### src/rtl/rt_pixel_scheduler.sv
// rt_pixel_scheduler: round-robin pixel job dispatch across render cores with
// in-order fragment collection into a single raster-ordered output stream.
module rt_pixel_scheduler #(
  parameter int NUM_CORES = 4,
  parameter int COORD_W = 16,
  parameter int FRAG_W = 32
) (
  input  logic                        clk,
  input  logic                        resetn,
  input  logic                        start_i,
  input  logic [COORD_W-1:0]          image_width_i,
  input  logic [COORD_W-1:0]          image_height_i,
  output logic                        busy_o,
  output logic                        done_o,
  output logic [NUM_CORES-1:0]        job_valid_o,
  input  logic [NUM_CORES-1:0]        job_ready_i,
  output logic [COORD_W-1:0]          job_x_o,
  output logic [COORD_W-1:0]          job_y_o,
  input  logic [NUM_CORES-1:0]        res_valid_i,
  output logic [NUM_CORES-1:0]        res_ready_o,
  input  logic [NUM_CORES*FRAG_W-1:0] res_frag_i,
  output logic                        out_valid_o,
  input  logic                        out_ready_i,
  output logic [FRAG_W-1:0]           out_frag_o,
  output logic                        out_last_o
);
  localparam int PW = NUM_CORES > 1 ? $clog2(NUM_CORES) : 1;
  localparam int CW = 2 * COORD_W;
  typedef enum logic [1:0] {IDLE, RUN, DONE} state_t;
  state_t state_q;
  logic [COORD_W-1:0] w_q, h_q, x_q, y_q;
  logic [CW-1:0] total, dispatched_q, collected_q;
  logic [PW-1:0] dptr_q, cptr_q;
  logic [NUM_CORES-1:0] pending_q, pending_d;
  logic [FRAG_W-1:0] out_frag_q;
  logic out_valid_q, out_last_q;
  logic disp_ok, disp_fire, coll_ok, coll_fire, out_free, last_x;
  always_comb begin
    total = CW'(w_q) * CW'(h_q);
    out_free = !out_valid_q || out_ready_i;
    last_x = x_q == w_q - 1'b1;
    disp_ok = state_q == RUN && dispatched_q < total && !pending_q[dptr_q];
    disp_fire = disp_ok && job_ready_i[dptr_q];
    coll_ok = state_q == RUN && pending_q[cptr_q] && out_free;
    coll_fire = coll_ok && res_valid_i[cptr_q];
    job_valid_o = '0;
    job_valid_o[dptr_q] = disp_ok;
    res_ready_o = '0;
    res_ready_o[cptr_q] = coll_ok;
    // set after clear: a core re-dispatched in its own collect cycle stays pending
    pending_d = pending_q;
    if (coll_fire) pending_d[cptr_q] = 1'b0;
    if (disp_fire) pending_d[dptr_q] = 1'b1;
  end
  always_ff @(posedge clk or negedge resetn) begin
    if (!resetn) begin
      state_q <= IDLE;
      w_q <= '0;
      h_q <= '0;
      x_q <= '0;
      y_q <= '0;
      dispatched_q <= '0;
      collected_q <= '0;
      dptr_q <= '0;
      cptr_q <= '0;
      pending_q <= '0;
      out_frag_q <= '0;
      out_valid_q <= 1'b0;
      out_last_q <= 1'b0;
    end else begin
      case (state_q)
        IDLE: if (start_i) begin
          w_q <= image_width_i;
          h_q <= image_height_i;
          x_q <= '0;
          y_q <= '0;
          dispatched_q <= '0;
          collected_q <= '0;
          dptr_q <= '0;
          cptr_q <= '0;
          pending_q <= '0;
          state_q <= (image_width_i == '0 || image_height_i == '0) ? DONE : RUN;
        end
        RUN: begin
          pending_q <= pending_d;
          if (disp_fire) begin
            x_q <= last_x ? '0 : x_q + 1'b1;
            y_q <= last_x ? y_q + 1'b1 : y_q;
            dptr_q <= dptr_q == PW'(NUM_CORES - 1) ? '0 : dptr_q + 1'b1;
            dispatched_q <= dispatched_q + 1'b1;
          end
          if (coll_fire) begin
            out_frag_q <= res_frag_i[cptr_q*FRAG_W +: FRAG_W];
            out_valid_q <= 1'b1;
            out_last_q <= collected_q == total - CW'(1);
            cptr_q <= cptr_q == PW'(NUM_CORES - 1) ? '0 : cptr_q + 1'b1;
            collected_q <= collected_q + 1'b1;
          end else if (out_ready_i) begin
            out_valid_q <= 1'b0;
            out_last_q <= 1'b0;
          end
          if (out_valid_q && out_ready_i && out_last_q) state_q <= DONE;
        end
        default: state_q <= IDLE;
      endcase
    end
  end
  assign busy_o = state_q == RUN;
  assign done_o = state_q == DONE;
  assign job_x_o = x_q;
  assign job_y_o = y_q;
  assign out_valid_o = out_valid_q;
  assign out_frag_o = out_frag_q;
  assign out_last_o = out_last_q;
endmodule
### config.mk
export PLATFORM = sky130hd
export DESIGN_NAME = rt_pixel_scheduler
export DESIGN_NICKNAME = d
export VERILOG_FILES = /design/src/rtl/rt_pixel_scheduler.sv
export SDC_FILE = /design/constraint.sdc
export NUM_CORES = 1
export LEC_CHECK = 0
export BUFFER_PORTS_ARGS = -buffer_cell sky130_fd_sc_hd__buf_2
export CORE_ASPECT_RATIO = 0.9
export CORE_MARGIN = 2
export CORE_UTILIZATION = 25
export DETAILED_ROUTE_END_ITERATION = 12
export SYNTH_ARGS = -nofsm -noshare
export SYNTH_HDL_FRONTEND = slang
export SYNTH_SLANG_ARGS = --single-unit
### constraint.sdc
create_clock -name clk -period 25.1 [get_ports clk]
set_input_delay 5.02 -clock clk [delete_from_list [all_inputs] [get_ports clk]]
set_output_delay 5.02 -clock clk [all_outputs]
set_load 0.01 [all_outputs]
* Yosys cells after proc, flatten, opt, wreduce, memory -nomap -nowiden
Cells that the tools add are included.
Word-level totals: bits in registers 172, bits of input ports 172, output and inout port bits 76, word-level logic and storage cells 113
Operators by class: $add $sub $neg 8, multipliers 1, order comparisons 5, equal/unequal tests 11, shift operators 1, muxes and demuxes 42, bitwise logic cells 5, reductions and logical operators 27
Operators by type and width (number):
- $pmux W32 S2 | 2
- $shiftx A128 B8 Y32 | 1
- $mux W32 | 3
- $mux W16 | 5
- $add A32 B1 Y32 const B | 2
- $pmux W16 S2 | 2
- $add A16 B1 Y16 const B | 2
- $eq A32 B32 Y1 | 1
- $logic_not A16 Y1 | 2
- $lt A32 B32 Y1 | 1
- $mul A16 B16 Y32 | 1
- $sub A32 B1 Y32 const B | 1
- $eq A16 B16 Y1 | 1
- $mux W2 | 8
- $sub A16 B1 Y16 const B | 1
- $and A4 B4 Y4 | 3
- $mux W4 | 3
- $pmux W2 S2 | 3
- $logic_and A1 B1 Y1 | 10
- $reduce_and A2 Y1 | 5
- $mux W1 | 9
- $bmux W1 S2 | 4
- $ne A2 B1 Y1 const B | 4
- $pmux W4 S2 | 1
- other kinds (15) | 25

* Depth between registers and ports, before layout
depth in word-level cells 10, depth in mapped cells 39

* Worst setup path before layout
No wires, ideal clock.
path kind reg2out, start point register w_q[5], end point output job_valid_o[0], arrival time 8087 ps, data required time 20080 ps, path slack 11993 ps, stages on the path, launching flop included 34, path buffers 3, path through dfrtp_1 -> clkbuf_1 -> clkbuf_1 -> nand2_1 -> fa_1 -> inv_1 -> fa_1 -> inv_1 -> fa_1 -> inv_1 -> fa_1 -> fa_1 -> inv_1 -> fa_1 -> inv_1 -> ha_1 -> clkbuf_1 -> and2_1 -> and2_4 -> a211oi_1 -> a21boi_0 -> or2_2 -> ha_1 -> nand4_1 -> nor3_1 -> nand3_1 -> a31o_2 -> a21oi_1 -> o21ai_0 -> a211oi_1 -> o2111ai_1 -> a2111oi_2 -> nor3b_1 -> and2_1
On the way: longest elaborated chain between the ends 5
Ends and longest elaborated chain:
- from (decl) | line 31 | logic [COORD_W-1:0] w_q, h_q, x_q, y_q;
- from (signal assigned) | line 73 | w_q <= image_width_i;
- $mul A16 B16 Y32 | line 39 | total = CW'(w_q) * CW'(h_q);
- $lt A32 B32 Y1 | line 42 | disp_ok = state_q == RUN && dispatched_q < total && !pending_q[dptr_q];
- $logic_and A1 B1 Y1 (2 in a row) | line 42
- $and A4 B4 Y4 (no line)
- to (decl) | line 15 | output logic [NUM_CORES-1:0] job_valid_o,
No other way between the ends.

* Final worst setup path
start point register w_q[4], end point output job_valid_o[1]
The elaborated chain is that of the path after synthesis.

==> flow_metrics.tcl <==
set metrics [dict create \
    dp_cells 3484 \
    path_common_cell "fa_1" \
    clk_latency_ns 0.48 \
    wl_per_cell_um 16.4 \
    overflow 0 \
    io_buffers 247 \
    slew_headroom 0.253 \
    startpoint "w_q[4]" \
    synth-seq-area-share 0.212 \
    start_kind "register" \
    p_sw_uw 145 \
    area_growth_pct 13.9 \
    synthDominantCellAreaShare 0.212 \
    crit_type "register to output port" \
    stdcell_area_um2 23100 \
    avgSynthCellArea_um2 8.90 \
    internal_power_uw 442 \
    power_frac_comb 0.044 \
    setup_ws_ns 10.56 \
    synth.cell_area_um2 20300 \
    p_leak_nw 11.3 \
    ys_types 93 \
    hold_path.class "register to register" \
    cts-root-buf "clkbuf_16" \
    cap_violations 0 \
    fin_crit_ns 14.54 \
    die-height_um 274 \
    ir_drop_v 0.0000414 \
    hold_viol 0 \
    syn_nets 2786 \
    max_freq_mhz 68.8 \
    max_stage_delay_ns 0.90 \
    ctsLongestPathBuffers 2 \
    core-area_um2 80600 \
    p_clk_frac 0.484 \
    antenna_found_initial 0 \
    die_area_um2 83300 \
    critical-path-slowest-cell "dfrtp_1" \
    required_ns 20.08 \
    n_antenna_cell 0 \
    cts_resized 0 \
    gp_congestion 0.862 \
    rr_startpoint "w_q[9]" \
    num_vias 16894 \
    met3_length_mm 3.70 \
    dp_hpwl_mm 45.2 \
    grt_pass1_wl_mm 95.6 \
    die_w_um 304 \
    drcViolationCount 0 \
    grt_usage 0.143 \
    synth_flop_cell "dfrtp_1" \
    top_layer "met4" \
    wl_met1_mm 26.0 \
    path_clk_slew_ns 0.08 \
    start_util 0.251 \
    drive_above_1_share 0.166 \
    place_area_um2 22500 \
    worst_slew_pin_slew_ns 1.12 \
    rows 99 \
    nets 2951 \
    status "completed" \
    routed_via_density 4.80 \
    synth_edf_count 0 \
    grt_max_degree 67 \
    route.met2.wl_mm 26.6 \
    utilization 0.286 \
    powerDensity_nw_per_um2 25.4 \
    fin_cells 3516 \
    synth_area_leaders "dfrtp_1 (21%), fa_1 (19%), ha_1 (8.8%)" \
    num_io_pins 248 \
    postCtsSetupBuffers 0 \
    grt_pass1_vias 17434 \
    setup_tns_ns 0 \
    ys_ff_latch 172 \
    cts_htree_levels 4 \
    numCtsBuffers 17 \
    cp.arrival_ns 9.52 \
    hold_start "dispatched_q[31]" \
    cts_tree "done" \
    ant_nets 0 \
    yosysTopAreaCell "dfrtp_1" \
    async_flop_share 1.00 \
    cp-end-kind "output port" \
    sw_frac_of_total 0.246 \
    drt_wl_total_mm 57.6 \
    rsz0062_at_grt "no" \
    setup_viol_count_final 0 \
    post-route-period-util 0.579 \
    skew_ns 0.0173 \
    power_uw 586 \
    drtIter0Drc 1098 \
    synth_cells 2278 \
    first_pass_iters 6 \
    yosysWarnings 0 \
    crit_fanout 22 \
    clock-sinks 172 \
    preCtsSetupSlack_ns 11.11 \
    drv_slew 0 \
    hold_slack_ns 0.492 \
    cts.hold.buffers_added 0 \
    p_seq_frac 0.472 \
]
[synth_stat cells, drive strengths merged (25+ instances only)]
cell type and instances:
fa 194, dfrtp 172, nand3 52, mux2 33
nand4 33, o21ai 121, and2 140, clkbuf 91
nor3 42, inv 267, nor4 28, xor2 48
ha 142, nor2 111, buf 25, and3 52
xnor2 63, mux4 36, nand2 330, a21oi 56
[area by class of cell]
type,instances,area [um2]
Tap cell,1060,1330
Clock inverter,14,180
Fill cell,8526,57600
Inverter,269,1010
Clock buffer,18,429
Multi-Input combinational cell,1721,14500
Timing Repair Buffer,262,1360
Sequential cell,172,4310
[cell usage in the layout, fill, tap and decap left out, types with 46 or more instances in the layout]
cell type    n
o21ai_0     52
and2_1     136
xor2_1      46
o21ai_1     68
nand2_1    329
buf_2      246
dfrtp_1    170
nand3_1     52
and3_1      52
xnor2_1     63
inv_1      267
a21oi_1     54
ha_1       142
nor2_1     109
fa_1       194
[power groups by stage]
stage | Sequential [mW] | Clock [mW] | Combinational, mW
after floorplan | 0.282 | 0 | 0.00502
after global placement | 0.282 | 0 | 0.0262
after detailed placement | 0.282 | 0 | 0.0264
after CTS | 0.277 | 0.290 | 0.0265
after global routing | 0.277 | 0.301 | 0.0288
final | 0.277 | 0.284 | 0.0259
[layer usage]
metal  global-route usage  up-vias
met2                0.237      572
met3               0.0263       65
met5                    0        -
li1                     -     7946
met4               0.0424        0
met1                0.191     8311
[path summary, 6_finish.rpt]
path                       slack [ns]  cells after the start               end
max                             10.56                     29    job_valid_o[1]
min                              0.49                      1  dispatched_q[31]
max reg2reg                     15.13                     30       job_y_o[15]
min reg2reg                      0.49                      1  dispatched_q[31]
max in group asynchronous       18.60                      3            h_q[3]
min in group asynchronous        4.47                      1     out_frag_o[0]
[state kept, by name, summed over array words and instances, names as in the netlist]
register      count
out_frag_o       32
h_q              16
out_valid_o       1
job_x_o          16
cptr_q            2
out_last_o        1
collected_q      32
w_q              16
dptr_q            2
job_y_o          16
dispatched_q     32
state_q           2
pending_q         4
[logic make-up (layout without fill, tap and decap cells)]
logic type | count (synthesis) | after routing | synth area share
AOI/OAI and AO/OA | 332 | 332 | 0.111
and+or+nand+nor | 866 | 866 | 0.212
buffers and inverters | 385 | 563 | 0.0735
adders and majority gates | 339 | 339 | 0.281
DFF | 172 | 172 | 0.212
muxes | 71 | 71 | 0.0593
xor gates and xnor gates | 113 | 113 | 0.0509
[worst max-delay path, delay by kind of cell (launching register included)]
family          cells  cell delay, ns
buf+inv             4            0.38
flops               1            0.90
fa+ha+maj           8            3.91
simple gates        6            1.73
compound gates     11            2.13
Power figures use the tool's default switching activity.
